--- src/rtl/multicycle_ctrl.sv ---
`timescale 1ns/1ps
// multicycle_ctrl
//   Control FSM for a multicycle MIPS-style datapath. It sequences fetch,
//   decode and the per-class execute/memory/writeback steps, and drives the
//   datapath strobes and mux selects for each step. It also counts retired
//   instructions and flags unsupported opcodes.
//
// Ports
//   clk_i          in   clock, all state updates on the rising edge
//   rst_i          in   asynchronous reset, active low
//   opcode_i[5:0]  in   instruction[31:26] from the instruction register
//   funct_i[5:0]   in   instruction[5:0] from the instruction register
//   mem_ready_i    in   memory finishes the current read/write this cycle
//   PCWrite_o .. ALUSrcA_o     out  1-bit datapath strobes / selects
//   ALUSrcB_o[1:0], PCSource_o[1:0]  out  mux selects
//   ALUOp_o[2:0]   out  0 add, 1 sub, 2 funct-decode, 3 addi, 4 slti, 5 jump
//   state_o[3:0]   out  current FSM state (debug)
//   illegal_o      out  high for the single DECODE cycle of an unsupported opcode
//   retired_o[15:0] out completed-instruction count, wraps at 16 bits
//
// Handshake: mem_ready_i is sampled in FETCH, MEMRD and MEMWR only; while it
// is low the FSM holds in that state with the same outputs, and the step
// completes on the rising edge where mem_ready_i is high.
module multicycle_ctrl (
    input  logic        clk_i,
    input  logic        rst_i,
    input  logic [5:0]  opcode_i,
    input  logic [5:0]  funct_i,
    input  logic        mem_ready_i,
    output logic        PCWrite_o,
    output logic        PCWriteCond_o,
    output logic        IorD_o,
    output logic        MemRead_o,
    output logic        MemWrite_o,
    output logic        IRWrite_o,
    output logic        MemtoReg_o,
    output logic        RegWrite_o,
    output logic        RegDst_o,
    output logic        ALUSrcA_o,
    output logic [1:0]  ALUSrcB_o,
    output logic [1:0]  PCSource_o,
    output logic [2:0]  ALUOp_o,
    output logic [3:0]  state_o,
    output logic        illegal_o,
    output logic [15:0] retired_o
);

    typedef enum logic [3:0] {
        S_FETCH  = 4'd0,
        S_DECODE = 4'd1,
        S_MEMADR = 4'd2,
        S_MEMRD  = 4'd3,
        S_MEMWB  = 4'd4,
        S_MEMWR  = 4'd5,
        S_REX    = 4'd6,
        S_RWB    = 4'd7,
        S_BEQ    = 4'd8,
        S_IEX    = 4'd9,
        S_IWB    = 4'd10,
        S_JUMP   = 4'd11,
        S_JR     = 4'd12
    } state_t;

    localparam logic [5:0] OP_RTYPE = 6'b000000;
    localparam logic [5:0] OP_LW    = 6'b100011;
    localparam logic [5:0] OP_SW    = 6'b101011;
    localparam logic [5:0] OP_BEQ   = 6'b000100;
    localparam logic [5:0] OP_ADDI  = 6'b001000;
    localparam logic [5:0] OP_SLTI  = 6'b001010;
    localparam logic [5:0] OP_J     = 6'b000010;
    localparam logic [5:0] FN_JR    = 6'b001000;

    state_t      state_q;
    state_t      state_d;
    logic        retire;
    logic [15:0] retired_q;

    always_ff @(posedge clk_i or negedge rst_i) begin
        if (!rst_i) begin
            state_q <= S_FETCH;
        end else begin
            state_q <= state_d;
        end
    end

    always_comb begin
        state_d       = state_q;
        retire        = 1'b0;
        PCWrite_o     = 1'b0;
        PCWriteCond_o = 1'b0;
        IorD_o        = 1'b0;
        MemRead_o     = 1'b0;
        MemWrite_o    = 1'b0;
        IRWrite_o     = 1'b0;
        MemtoReg_o    = 1'b0;
        RegWrite_o    = 1'b0;
        RegDst_o      = 1'b0;
        ALUSrcA_o     = 1'b0;
        ALUSrcB_o     = 2'b00;
        PCSource_o    = 2'b00;
        ALUOp_o       = 3'd0;
        illegal_o     = 1'b0;

        case (state_q)
            S_FETCH: begin
                MemRead_o = 1'b1;
                ALUSrcB_o = 2'b01;
                // IR load and PC+4 happen only on the edge the read completes.
                if (mem_ready_i) begin
                    IRWrite_o = 1'b1;
                    PCWrite_o = 1'b1;
                    state_d   = S_DECODE;
                end
            end
            S_DECODE: begin
                // ALU precomputes the branch target while the opcode is decoded.
                ALUSrcB_o = 2'b11;
                case (opcode_i)
                    OP_LW, OP_SW:     state_d = S_MEMADR;
                    OP_RTYPE:         state_d = (funct_i == FN_JR) ? S_JR : S_REX;
                    OP_BEQ:           state_d = S_BEQ;
                    OP_ADDI, OP_SLTI: state_d = S_IEX;
                    OP_J:             state_d = S_JUMP;
                    default: begin
                        illegal_o = 1'b1;
                        state_d   = S_FETCH;
                    end
                endcase
            end
            S_MEMADR: begin
                ALUSrcA_o = 1'b1;
                ALUSrcB_o = 2'b10;
                state_d   = (opcode_i == OP_LW) ? S_MEMRD : S_MEMWR;
            end
            S_MEMRD: begin
                IorD_o    = 1'b1;
                MemRead_o = 1'b1;
                if (mem_ready_i) state_d = S_MEMWB;
            end
            S_MEMWB: begin
                MemtoReg_o = 1'b1;
                RegWrite_o = 1'b1;
                retire     = 1'b1;
                state_d    = S_FETCH;
            end
            S_MEMWR: begin
                IorD_o     = 1'b1;
                MemWrite_o = 1'b1;
                if (mem_ready_i) begin
                    retire  = 1'b1;
                    state_d = S_FETCH;
                end
            end
            S_REX: begin
                ALUSrcA_o = 1'b1;
                ALUOp_o   = 3'd2;
                state_d   = S_RWB;
            end
            S_RWB: begin
                RegDst_o   = 1'b1;
                RegWrite_o = 1'b1;
                retire     = 1'b1;
                state_d    = S_FETCH;
            end
            S_BEQ: begin
                ALUSrcA_o     = 1'b1;
                ALUOp_o       = 3'd1;
                PCWriteCond_o = 1'b1;
                PCSource_o    = 2'b01;
                retire        = 1'b1;
                state_d       = S_FETCH;
            end
            S_IEX: begin
                ALUSrcA_o = 1'b1;
                ALUSrcB_o = 2'b10;
                ALUOp_o   = (opcode_i == OP_SLTI) ? 3'd4 : 3'd3;
                state_d   = S_IWB;
            end
            S_IWB: begin
                RegWrite_o = 1'b1;
                retire     = 1'b1;
                state_d    = S_FETCH;
            end
            S_JUMP: begin
                PCWrite_o  = 1'b1;
                PCSource_o = 2'b10;
                ALUOp_o    = 3'd5;
                retire     = 1'b1;
                state_d    = S_FETCH;
            end
            S_JR: begin
                ALUSrcA_o  = 1'b1;
                ALUOp_o    = 3'd2;
                PCWrite_o  = 1'b1;
                PCSource_o = 2'b11;
                retire     = 1'b1;
                state_d    = S_FETCH;
            end
            // Unused codes 13-15 recover to FETCH.
            default: state_d = S_FETCH;
        endcase
    end

    // Wraps naturally from 0xFFFF to 0x0000.
    always_ff @(posedge clk_i or negedge rst_i) begin
        if (!rst_i) begin
            retired_q <= 16'd0;
        end else if (retire) begin
            retired_q <= retired_q + 16'd1;
        end
    end

    assign state_o   = state_q;
    assign retired_o = retired_q;

endmodule

--- config.mk ---
export PLATFORM = sky130hd
export DESIGN_NAME = multicycle_ctrl
export DESIGN_NICKNAME = d
export VERILOG_FILES = /design/src/rtl/multicycle_ctrl.sv
export SDC_FILE = /design/constraint.sdc
export NUM_CORES = 1
export LEC_CHECK = 0
export BUFFER_PORTS_ARGS = -buffer_cell sky130_fd_sc_hd__buf_2
export CAP_MARGIN = 10
export CORE_MARGIN = 1.5
export CORE_UTILIZATION = 35
export CTS_CLUSTER_SIZE = 24
export DETAILED_ROUTE_END_ITERATION = 10
export PLACE_DENSITY_LB_ADDON = 0.12
export SYNTH_ARGS = -nofsm -noshare
export SYNTH_HDL_FRONTEND = slang
export SYNTH_SLANG_ARGS = --single-unit
--- constraint.sdc ---
create_clock -name clk_i -period 4.1 [get_ports clk_i]
set_clock_uncertainty 0.2 [all_clocks]
set_input_delay 0.82 -clock clk_i [delete_from_list [all_inputs] [get_ports clk_i]]
set_output_delay 0.82 -clock clk_i [all_outputs]
set_load 0.1 [all_outputs]
Word-level counts from Yosys, hierarchy flattened
Cells that the tools add are included.
- add/sub/neg operators: 1
- equal/unequal tests: 22
- multiplexer cells: 25
- reductions and logical operators: 14
- operator list (cell ; number):
    $pmux W4 S7 ; 1
    $eq A4 B4 Y1 const B ; 5
    $pmux W4 S5 ; 1
    $eq A6 B4 Y1 const B ; 3
    $add A16 B1 Y16 const B ; 1
    $eq A4 B3 Y1 const B ; 4
    $mux W4 ; 4
    $reduce_or A2 Y1 ; 7
    $eq A6 B6 Y1 const B ; 2
    $mux W1 ; 12
    $pmux W2 S3 ; 2
    $pmux W3 S4 ; 1
    $eq A4 B2 Y1 const B ; 2
    $reduce_or A7 Y1 ; 1
    $eq A6 B2 Y1 const B ; 1
    $eq A6 B3 Y1 const B ; 1
    $logic_not A6 Y1 ; 1
    $mux W3 ; 2
    $ne A2 B2 Y1 const B ; 3
    $reduce_or A6 Y1 ; 1
    $reduce_or A5 Y1 ; 1
    $eq A4 B1 Y1 const B ; 1
    $logic_not A4 Y1 ; 1
    $pmux W1 S2 ; 2
    2 further kinds ; 2
- flip-flop bits (word level): 20
- output and inout port bits: 38
- logic and storage cells: 64

Longest topological paths before layout
- depth after elaboration: 4
- mapped depth: 6

Least setup slack after synthesis
Ideal clock, no wire load.
- path kind: flip-flop to output port
- from: register state_q[2] (netlist: state_o[2])
- to: output RegWrite_o
- data arrival time: 4162 ps
- slack: -1082 ps
- cell stages (with the launch flop): 5
- path buffers: 1
- cells stage by stage: dfrtp_1 clkbuf_1 nand2b_1 nor3_1 a21o_1
- longest elaborated chain between the ends: 3
- ends and longest elaborated chain (item ; line ; RTL):
    from (decl) ; 73 ; state_t state_q;
    from (signal assigned) ; 82 ; state_q <= state_d;
    $eq A4 B4 Y1 / $eq A4 B3 Y1 (equally long branches) ; 104 ; case (state_q)
    $reduce_or A3 Y1 (no source line) * ; - ;
    $mux W1 * ; 104 ;
    to (decl) ; 37 ; output logic RegWrite_o,
Every way passes the cells marked *; elsewhere a longest branch is shown, timed or not.

Final worst setup path
- from: input opcode_i[2]
- to: output ALUOp_o[2]
- longest elaborated chain between the ends: 3
- ends and longest elaborated chain (item ; line ; RTL):
    from (decl) ; 27 ; input logic [5:0] opcode_i,
    $eq A6 B4 Y1 ; 176 ; ALUOp_o = (opcode_i == OP_SLTI) ? 3'd4 : 3'd3;
    $mux W3 ; 176 ;
    $pmux W3 S4 ; 104 ;
    to (decl) ; 42 ; output logic [2:0] ALUOp_o,
Every way passes these cells.

==> metrics.yaml <==
timing.fmax_ghz: 0.303
cts-root-to-sink-buffers: 2
ys_async_sr_fraction: 1.00
core_sq_um: 3690
synth_flop_cell: "sky130_fd_sc_hd__dfrtp_1"
grt_pass1_wl_microns: 5530
first_global_vias: 1213
globalRoute.totalOverflow: 0
mostFrequentLayoutCell: "sky130_fd_sc_hd__buf_2"
crit_path_frequent_cell: "sky130_fd_sc_hd__buf_2"
holdPathStages: 1
synth.yosys.warnings: 0
cts_repair_resize_count: 0
htreeDepth: 1
pwr_density_cell_nw_per_um2: 570
criticalPathCategory: "in -> out"
startpoint_type: "input port"
hold_fails_final_rpt: 0
hold_class: "reg -> reg"
cap_viol_max_count: 0
grt_max_degree: 21
rr_worst_depth: 4
drtPass1Iterations: 4
hold_start: "retired_o[15]$_DFFE_PN0P_"
vias_per_cell: 5.27
die_h_microns: 65.1
power.share.combinational: 0.584
port_buffers: 52
commonest_cells_after_routing_fill_and_taps_aside: "sky130_fd_sc_hd__buf_2 (52), sky130_fd_sc_hd__dfrtp_1 (20), sky130_fd_sc_hd__nor2_1 (15), sky130_fd_sc_hd__nand2_1 (15), sky130_fd_sc_hd__xnor2_1 (8)"
drt_drc_violations_left: 0
std_cell_rows: 22
synth_cell_types: 42
seq_area_frac_synth: 0.370
clock_network_fraction_of_total_power: 0.130
worst_ep_arrival_time_ps: 2280
cts.clk_slew.worst_paths_ps: 70
worstSkewPairLatency_ps: 250
clock_sink_count: 20
start_util: 0.366
syn_area_per_cell_sq_um: 8.61
first_iter_violations: 56
ratio_of_cells_with_drive_above_1_in_the_final_layout: 0.322
total_switching_power_mw: 0.581
crit_path_top_delay_cell: "sky130_fd_sc_hd__nor4_1"
setup_viol_count_final: 0
cellLeakagePower_nw: 0.769
synth_enable_flop_cells: 0
worstReg2RegStart: "state_o[1]$_DFFE_PN0P_"
layout.nets: 223
library_cell_used_as_clock_root_buffer: "sky130_fd_sc_hd__clkbuf_8"
ant_nets: 0
end_kind: "output port"
power.internal_mw: 0.388
critical_path.cell_chain: "buf_2 -> nor4_1 -> and3_1 -> o211a_1 -> buf_2"
wirelength_microns: 3370
period_minus_slack_ps: 3300
layout_worst_path_cycle_share: 0.806
gr-usage-all-layers: 0.163
reg2reg_setup_slack_ps: 1530
critical_path_required_ps: 3080
relSlewSlack: 0.363
grt_setup_unrepaired: "no"
post_cts_hold_buffer_count: 0
status: "finished clean"
die_w_microns: 65.1
grt_antenna_before_repair: 0
count_of_final_max_slew_check_failures: 0
flow.area_growth_from_synthesis_pct: 25.8
synth_fp_nets: 173
die_ar_sq_um: 4240
tritoncts: "yes"
vias: 1334
floorplan.io_pins: 53
design_area_sq_um: 1700
route.detailed.wl_per_inst_microns: 13.3
cts_post_setup_buffers_inserted: 0
cp_slowest_stage_delay_ps: 440
worst-slew-pin-transition_ps: 955
whs_endpoint: "retired_o[15]$_DFFE_PN0P_"
fin_util: 0.461
antenna_cells_inserted: 0
max-vdd-ir-drop_mv: 0.331
synth_cells: 157
dpl-instance-area_sq_um: 1660
critical_path.max_fanout: 7
place_congestion: 0.826
post_synthesis_cell_area_sq_um: 1350
seq_power_share: 0.286
r2r-end: "retired_o[14]$_DFFE_PN0P_"
sw_frac_of_total: 0.599
cts_made_buffers: 3
synth.ff_latch_count: 20
place.detailed.hpwl_microns: 2480
## cell families after synthesis
group	count (synthesis)	synth area share
and+or+nand+nor	86	0.340
AOI/OAI and AO/OA	24	0.127
DFF	20	0.370
xor gates and xnor gates	16	0.109
buffers and inverters	8	0.0287
muxes	2	0.0157
adders and majority gates	1	0.00926
## final cells by class
type | count | area [sq um]
fillers | 385 | 1990
inverters | 1 | 3.75
multi-input cells | 129 | 835
flip-flops and latches | 20 | 500
well taps | 48 | 60.1
repair buffers | 52 | 260
clock buffers | 3 | 41.3
## synthesized netlist by cell type (3+ instances only)
master                     number  area, sq um
sky130_fd_sc_hd__o21ai_0        7         35.0
sky130_fd_sc_hd__clkbuf_1       5         18.8
sky130_fd_sc_hd__nand2_1       15         56.3
sky130_fd_sc_hd__nand2b_1       7         43.8
sky130_fd_sc_hd__nand3_1        7         35.0
sky130_fd_sc_hd__nor4_1         6         37.5
sky130_fd_sc_hd__xnor2_1        8         70.1
sky130_fd_sc_hd__a21oi_1        3         15.0
sky130_fd_sc_hd__nor2b_1        7         43.8
sky130_fd_sc_hd__dfrtp_1       20          500
sky130_fd_sc_hd__nand4_1        5         31.3
sky130_fd_sc_hd__and3_1         6         37.5
sky130_fd_sc_hd__nor3_1         8         40.0
sky130_fd_sc_hd__nor2_1        15         56.3
sky130_fd_sc_hd__xor2_1         7         61.3
## registers in the layout (all words and copies together) (netlist names)
signal	flops
state_o	4
retired_o	16
## critical path, delay by kind of cell
family | cells | cell delay, ps
AND/OR/NAND/NOR | 2 | 750
buffers and inverters | 2 | 550
AO/OA/AOI/OAI | 1 | 160
## metal layers
layer  track usage  up-vias  routed length (microns)
met1         0.216      626                     1600
met3        0.0171        5                      163
met5             0        -                        0
li1              -      666                        -
met2         0.282       37                     1570
met4        0.0469        0                       40
## power by group through the flow
stage               logic [mW]  clock network, mW  registers [mW]
global placement         0.565                  0           0.278
global route             0.591              0.141           0.283
CTS                      0.568              0.132           0.276
detailed placement       0.566                  0           0.280
finish                   0.566              0.126           0.277
floorplan                0.305                  0           0.453
## metrics by stage
step	power (mW)	TNS (ps)	hold slack, ps	worst slack [ps]	std cells
finish	0.969	0	272	795	253
global route	1.02	0	286	661	253
CTS	0.976	0	269	802	253
detailed placement	0.846	0	260	808	250
global placement	0.842	0	254	868	250
floorplan	0.757	-199	324	-199	157
## worst max-delay path by stage
stage,endpoint,slack (ps),depth (start not counted),start
2_1_floorplan,RegWrite_o,-200,4,state_o[2]$_DFFE_PN0P_
3_3_place_gp,ALUOp_o[2],870,5,opcode_i[2]
3_5_place_dp,ALUOp_o[2],810,5,opcode_i[2]
4_1_cts,ALUOp_o[2],800,5,opcode_i[2]
5_1_grt,ALUOp_o[2],660,5,opcode_i[2]
6_report,ALUOp_o[2],800,5,opcode_i[2]
No activity file was read; power rests on OpenSTA's default activity.
